## src/rtl/reset_controller.sv

```systemverilog
// Reset sequencer: power-on, debounced key, software and watchdog sources drive a timed RST_OUT_N pulse.
// Define RESET_CONTROLLER_WDT_EN to build the watchdog (KICK, CAUSE=11); otherwise KICK is ignored.
module reset_controller #(
    parameter int PULSE_CYCLES    = 1000,
    parameter int HOLDOFF_CYCLES  = 1000,
    parameter int DEBOUNCE_CYCLES = 50000,
    parameter int WDT_CYCLES      = 100000000
) (
    input  logic       CLK,
    input  logic       RESET_N,
    input  logic       KEY_N,
    input  logic       SW_REQ,
    input  logic       KICK,
    output logic       RST_OUT_N,
    output logic       BUSY,
    output logic [1:0] CAUSE
);

    typedef enum logic [1:0] {
        ST_PULSE   = 2'd0,
        ST_HOLDOFF = 2'd1,
        ST_RUN     = 2'd2
    } state_t;

    localparam logic [1:0] CAUSE_POR = 2'b00;
    localparam logic [1:0] CAUSE_KEY = 2'b01;
    localparam logic [1:0] CAUSE_SW  = 2'b10;
    localparam logic [1:0] CAUSE_WDT = 2'b11;

    localparam int CNT_MAX = (PULSE_CYCLES > HOLDOFF_CYCLES) ? PULSE_CYCLES : HOLDOFF_CYCLES;
    localparam int CNT_W   = $clog2(CNT_MAX + 1);
    localparam logic [CNT_W-1:0] CNT_TOP    = CNT_W'(CNT_MAX);
    localparam logic [CNT_W-1:0] PULSE_LAST = CNT_W'(PULSE_CYCLES - 1);
    localparam logic [CNT_W-1:0] HOLD_LAST  = CNT_W'(HOLDOFF_CYCLES - 1);

    localparam int DEB_W = $clog2(DEBOUNCE_CYCLES + 1);
    localparam logic [DEB_W-1:0] DEB_TOP = DEB_W'(DEBOUNCE_CYCLES);

    state_t           state_reg;
    logic [CNT_W-1:0] cnt_reg;
    logic [CNT_W-1:0] cnt_next;
    logic             rst_out_n_reg;
    logic             busy_reg;
    logic [1:0]       cause_reg;

    logic             key_meta_reg;
    logic             key_sync_reg;
    logic [DEB_W-1:0] deb_cnt_reg;
    logic             key_armed_reg;
    logic             key_event;
    logic             wdt_event;

    logic             req_any;
    logic [1:0]       req_cause;

    // Key path: two-flop synchronizer, then a saturating low-level debounce counter.
    always_ff @(posedge CLK or negedge RESET_N) begin
        if (!RESET_N) begin
            key_meta_reg <= 1'b1;
            key_sync_reg <= 1'b1;
        end else begin
            key_meta_reg <= KEY_N;
            key_sync_reg <= key_meta_reg;
        end
    end

    always_ff @(posedge CLK or negedge RESET_N) begin
        if (!RESET_N) begin
            deb_cnt_reg <= '0;
        end else if (key_sync_reg) begin
            deb_cnt_reg <= '0;
        end else if (deb_cnt_reg != DEB_TOP) begin
            deb_cnt_reg <= deb_cnt_reg + 1'b1;
        end
    end

    // One event per press: disarm on firing whatever the state, re-arm only after a released sample.
    assign key_event = key_armed_reg && (deb_cnt_reg == DEB_TOP);

    always_ff @(posedge CLK or negedge RESET_N) begin
        if (!RESET_N) begin
            key_armed_reg <= 1'b1;
        end else if (key_sync_reg) begin
            key_armed_reg <= 1'b1;
        end else if (key_event) begin
            key_armed_reg <= 1'b0;
        end
    end

`ifdef RESET_CONTROLLER_WDT_EN
    localparam int WDT_W = $clog2(WDT_CYCLES);
    localparam logic [WDT_W-1:0] WDT_LAST = WDT_W'(WDT_CYCLES - 1);

    logic [WDT_W-1:0] wdt_cnt_reg;

    // Held at zero outside RUN so every RUN entry starts a fresh timeout window.
    always_ff @(posedge CLK or negedge RESET_N) begin
        if (!RESET_N) begin
            wdt_cnt_reg <= '0;
        end else if ((state_reg != ST_RUN) || KICK) begin
            wdt_cnt_reg <= '0;
        end else if (wdt_cnt_reg != WDT_LAST) begin
            wdt_cnt_reg <= wdt_cnt_reg + 1'b1;
        end
    end

    assign wdt_event = (state_reg == ST_RUN) && (wdt_cnt_reg == WDT_LAST) && !KICK;
`else
    logic unused_wdt;
    assign unused_wdt = KICK ^ (WDT_CYCLES > 1);
    assign wdt_event  = 1'b0;
`endif

    always_comb begin
        req_any   = 1'b1;
        req_cause = CAUSE_KEY;
        if (key_event) begin
            req_cause = CAUSE_KEY;
        end else if (wdt_event) begin
            req_cause = CAUSE_WDT;
        end else if (SW_REQ) begin
            req_cause = CAUSE_SW;
        end else begin
            req_any = 1'b0;
        end
    end

    assign cnt_next = (cnt_reg == CNT_TOP) ? cnt_reg : cnt_reg + 1'b1;

    always_ff @(posedge CLK or negedge RESET_N) begin
        if (!RESET_N) begin
            state_reg     <= ST_PULSE;
            cnt_reg       <= '0;
            rst_out_n_reg <= 1'b0;
            busy_reg      <= 1'b1;
            cause_reg     <= CAUSE_POR;
        end else begin
            case (state_reg)
                ST_PULSE: begin
                    if (cnt_reg >= PULSE_LAST) begin
                        state_reg     <= ST_HOLDOFF;
                        cnt_reg       <= '0;
                        rst_out_n_reg <= 1'b1;
                    end else begin
                        cnt_reg <= cnt_next;
                    end
                end
                ST_HOLDOFF: begin
                    if (cnt_reg >= HOLD_LAST) begin
                        state_reg <= ST_RUN;
                        cnt_reg   <= '0;
                        busy_reg  <= 1'b0;
                    end else begin
                        cnt_reg <= cnt_next;
                    end
                end
                ST_RUN: begin
                    if (req_any) begin
                        state_reg     <= ST_PULSE;
                        cnt_reg       <= '0;
                        rst_out_n_reg <= 1'b0;
                        busy_reg      <= 1'b1;
                        cause_reg     <= req_cause;
                    end
                end
                default: begin
                    state_reg     <= ST_PULSE;
                    cnt_reg       <= '0;
                    rst_out_n_reg <= 1'b0;
                    busy_reg      <= 1'b1;
                end
            endcase
        end
    end

    assign RST_OUT_N = rst_out_n_reg;
    assign BUSY      = busy_reg;
    assign CAUSE     = cause_reg;

endmodule

```

## config.mk

```make
export PLATFORM = sky130hd
export DESIGN_NAME = reset_controller
export DESIGN_NICKNAME = d
export VERILOG_FILES = /design/src/rtl/reset_controller.sv
export SDC_FILE = /design/constraint.sdc
export NUM_CORES = 1
export LEC_CHECK = 0
export CAP_MARGIN = 25
export CELL_PAD_IN_SITES_DETAIL_PLACEMENT = 0
export CELL_PAD_IN_SITES_GLOBAL_PLACEMENT = 1
export CORE_ASPECT_RATIO = 0.7
export CORE_MARGIN = 2
export CORE_UTILIZATION = 40
export CTS_CLUSTER_SIZE = 16
export DETAILED_ROUTE_END_ITERATION = 7
export PLACE_DENSITY = 0.68
export RECOVER_POWER = 50
export SLEW_MARGIN = 20
export SYNTH_ARGS = -nofsm -noshare
export SYNTH_HDL_FRONTEND = slang
export SYNTH_SLANG_ARGS = --single-unit
```

## constraint.sdc

```tcl
create_clock -name CLK -period 2.15 [get_ports CLK]
set_input_delay 0.215 -clock CLK [delete_from_list [all_inputs] [get_ports CLK]]
set_output_delay 0.215 -clock CLK [all_outputs]
set_load 0.005 [all_outputs]
```

==> impl_results.md <==
- Outcome: finished clean
- Clock sinks: 35
- Worst slew pin tran: 0.8900 ns
- Initial Utilization: roughly two fifths
- Area grow syn2layout: 10.66%
- Diode count: 0
- Synth top area share: a little over two fifths
- Vias/cell: about 5.3
- Cell Rows: 20
- Num CTS Buffers: 5
- First-pass GRT wire length: approximately 5900 um
- Post-route minimum period: 1.915 ns
- Async set-reset flop share out of synthesis: 100.0%
- Crit Path Max Fanout: 10
- Layout Cells excl Fill: ~240
- Top_reg_cell synth: dfrtp_1
- Total routed wirelength: approximately 3400 um
- Worst Setup End Kind: flop
- Cell chain of the critical path: ha_1 > a211oi_1 > o31a_1 > o21ai_0 > a21bo_2
- Static Leakage: ~0.90 nW
- Detailed router's first-iteration violation count: 70
- Mapped Area: approximately 1800 um^2
- Root Driver: clkbuf_8
- Worst Hold Depth: 0
- Cell with the most instances after synthesis: dfrtp_1
- CP max-delay cell: a211oi_1
- Hold Path Class: flop to flop
- Post-Place Cell Area: roughly 1900 um^2
- Detailed Routing Iterations Pass 1: 4
- Die Y: 60.43 um
- Clk slew on worst S/H paths: 0.06 ns
- Final ANT Viol Nets: 0
- Normalized max-slew margin: about two fifths
- Wire per inst: 14.17 um
- Design area: 2013 um^2
- Cells after DPL: 230
- Req. time, crit path: between 2 and 2.5 ns
- Worst Setup Slack, final: roughly 0.23 ns
- Unrepaired setup endpoints after global routing: false
- Max-slew violations: 0
- Setup Skew: between 0.008 and 0.009 ns
- Filler Cells Inserted: between 400 and 500
- Total number of vias: between 1000 and 1500
- Post CTS Setup Buffer Count: 0
- Reg2reg path depth: 5
- Pwr Density: 591.7 nW/um^2
- Die width: 84.61 um
- Largest net degree at the start of global routing: 36
- Number of global-route vias before repair: 1247
- Worst-case vdd ir drop: between 300 and 400 uV
- EDFF count, synth: 0
- Register Area: a little under 900 um^2
- NumNets Final: 191
- GR Util All Layers: about 15%
- Setup violations, final: 0
- Clock Path Buffers: 2
- Drt drc: 0
- CTS tree: yes
- Synthesis-stage register bit count: 35
- Max Clk Rate: about 0.52 GHz
- Final Cycle Share: approximately 89%
- Cell taking the most area after synthesis: dfrtp_1
- Clock latency on the worst-skew pair: between 0.2 and 0.3 ns
- Commonest cells in the netlist: dfrtp_1 (31), nor2_1 (18), nand2_1 (11)
- I/O Pins: 9
- Area contributors post-synth: dfrtp_1 (43%), dfstp_2 (5.8%), xor2_1 (3.9%)
- Placement Setup Slack: approximately 0.16 ns
- Final Hold Viols: 0
- Crit Path Class: flop to flop
- Avg Synthesized Cell Area: between 10 and 15 um^2
- Max reg flops: 16
- Mapped Cells: ~170
- Htree depth: 2
- Die area: between 5000 and 6000 um^2
- Sequential area share after synthesis: between 40% and 50%
- Critical path arrival: 2.14 ns
- Routability cong.: between 0.7 and 0.8
- Max-Cap Viols: 0
- Area occupied by multi-input gates: approximately 870 um^2
- Initial antenna violation count: 0
- CP peak stage delay: ~0.43 ns
- Post-detail-place hpwl: roughly 2300 um
- Layout cells sized above 1: between 15 and 20%
- IO Port Bufs: 7
- Syn_nets: ~180
- Distinct cell type count after synthesis: 47
- Ys Warns: 0
- Remaining global-route overflow: 0
- CORE AREA: ~4400 um^2
- Setup TNS: 0 ns
- Worst Setup Start Kind: flop
[area by class of cell]
class | count | share of cell area [%]
Sequential cell | 35 | 43.75
Multi-Input combinational cell | 123 | 43.07
Clock buffer | 6 | 4.102
Timing Repair Buffer | 8 | 3.729
Tap cell | 55 | 3.418
Inverter | 9 | 1.678
Clock inverter | 1 | 0.2486
[path summary, 6_finish.rpt]
path / slack [ns] / to / startpoint
max: 0.23 / cnt_reg[2]$_DFFE_PN0P_ / cnt_reg[1]$_DFFE_PN0P_
min: 0.36 / key_sync_reg$_DFF_PN1_ / key_meta_reg$_DFF_PN1_
max reg2reg: 0.23 / cnt_reg[2]$_DFFE_PN0P_ / cnt_reg[1]$_DFFE_PN0P_
min reg2reg: 0.36 / key_sync_reg$_DFF_PN1_ / key_meta_reg$_DFF_PN1_
max in group asynchronous: 1.01 / cnt_reg[6]$_DFFE_PN0P_ / RESET_N
min in group asynchronous: 0.59 / deb_cnt_reg[11]$_DFFE_PN0P_ / RESET_N
[worst max-delay path, delay by kind of cell, from the launching register on]
family	cells	cell delay [ns]
fa+ha+maj	1	0.25
compound gates	4	1.19
flops	1	0.42
[timing repair]
action	in CTS	in global routing
hold endpoints to repair	0	0
resized for setup	0	1
setup endpoints to repair	0	1
hold buffers	0	0
[cells by family after synthesis]
kind of cell | after synthesis | share of synthesized area (%)
AO/OA/AOI/OAI | 28 | 12.24
XOR/XNOR | 12 | 5.777
adder cells (fa/ha/maj) | 4 | 2.751
buffers and inverters | 16 | 4.195
flip-flops | 35 | 48.42
multiplexers | 3 | 1.788
AND/OR/NAND/NOR | 76 | 24.83
[report_power, final]
group          switching (mW)  internal (mW)  leakage (nW)
Clock                   0.224          0.251        0.0470
Sequential             0.0108          0.667         0.453
Combinational          0.0223         0.0164         0.402
Total                   0.257          0.934         0.902
[cells in the final DEF, fill, tap and decap left out, types with 2 or more instances in the layout]
master	count
dfstp_2	4
a211o_1	3
nor4b_4	2
a211o_2	2
xnor2_1	4
nor3_1	3
nand3_1	9
dlygate4sd3_1	2
or3_1	2
clkbuf_8	6
nor2_1	18
clkdlybuf4s50_1	5
o21ai_0	6
a21oi_1	4
nor4_1	4
and3_1	6
dfrtp_1	31
nand2_1	11
and2_1	2
ha_1	4
mux2_2	2
xor2_1	8
inv_1	9
nand4_1	5
a22o_2	2
nor2b_1	4
and4_1	2
[layer usage]
metal,GRT usage [%],wire length (um),vias to the layer above
met5,0,0,-
met2,21.71,1361,13
met3,4.082,82,5
met4,5.442,35,0
met1,21.72,1879,621
li1,-,-,628
[through the flow]
stage | utilization, % | total power, mW | hold WS [ns]
finish | 46.24 | 1.191 | 0.3566
global route | 46.24 | 1.258 | 0.3589
CTS | 46.18 | 1.220 | 0.3223
detailed placement | 44.17 | 0.7312 | 0.3475
global placement | 44.17 | 0.7293 | 0.3470
floorplan | - | 0.7049 | -0.08059
Note: power is estimated with default switching activity, not from simulation.
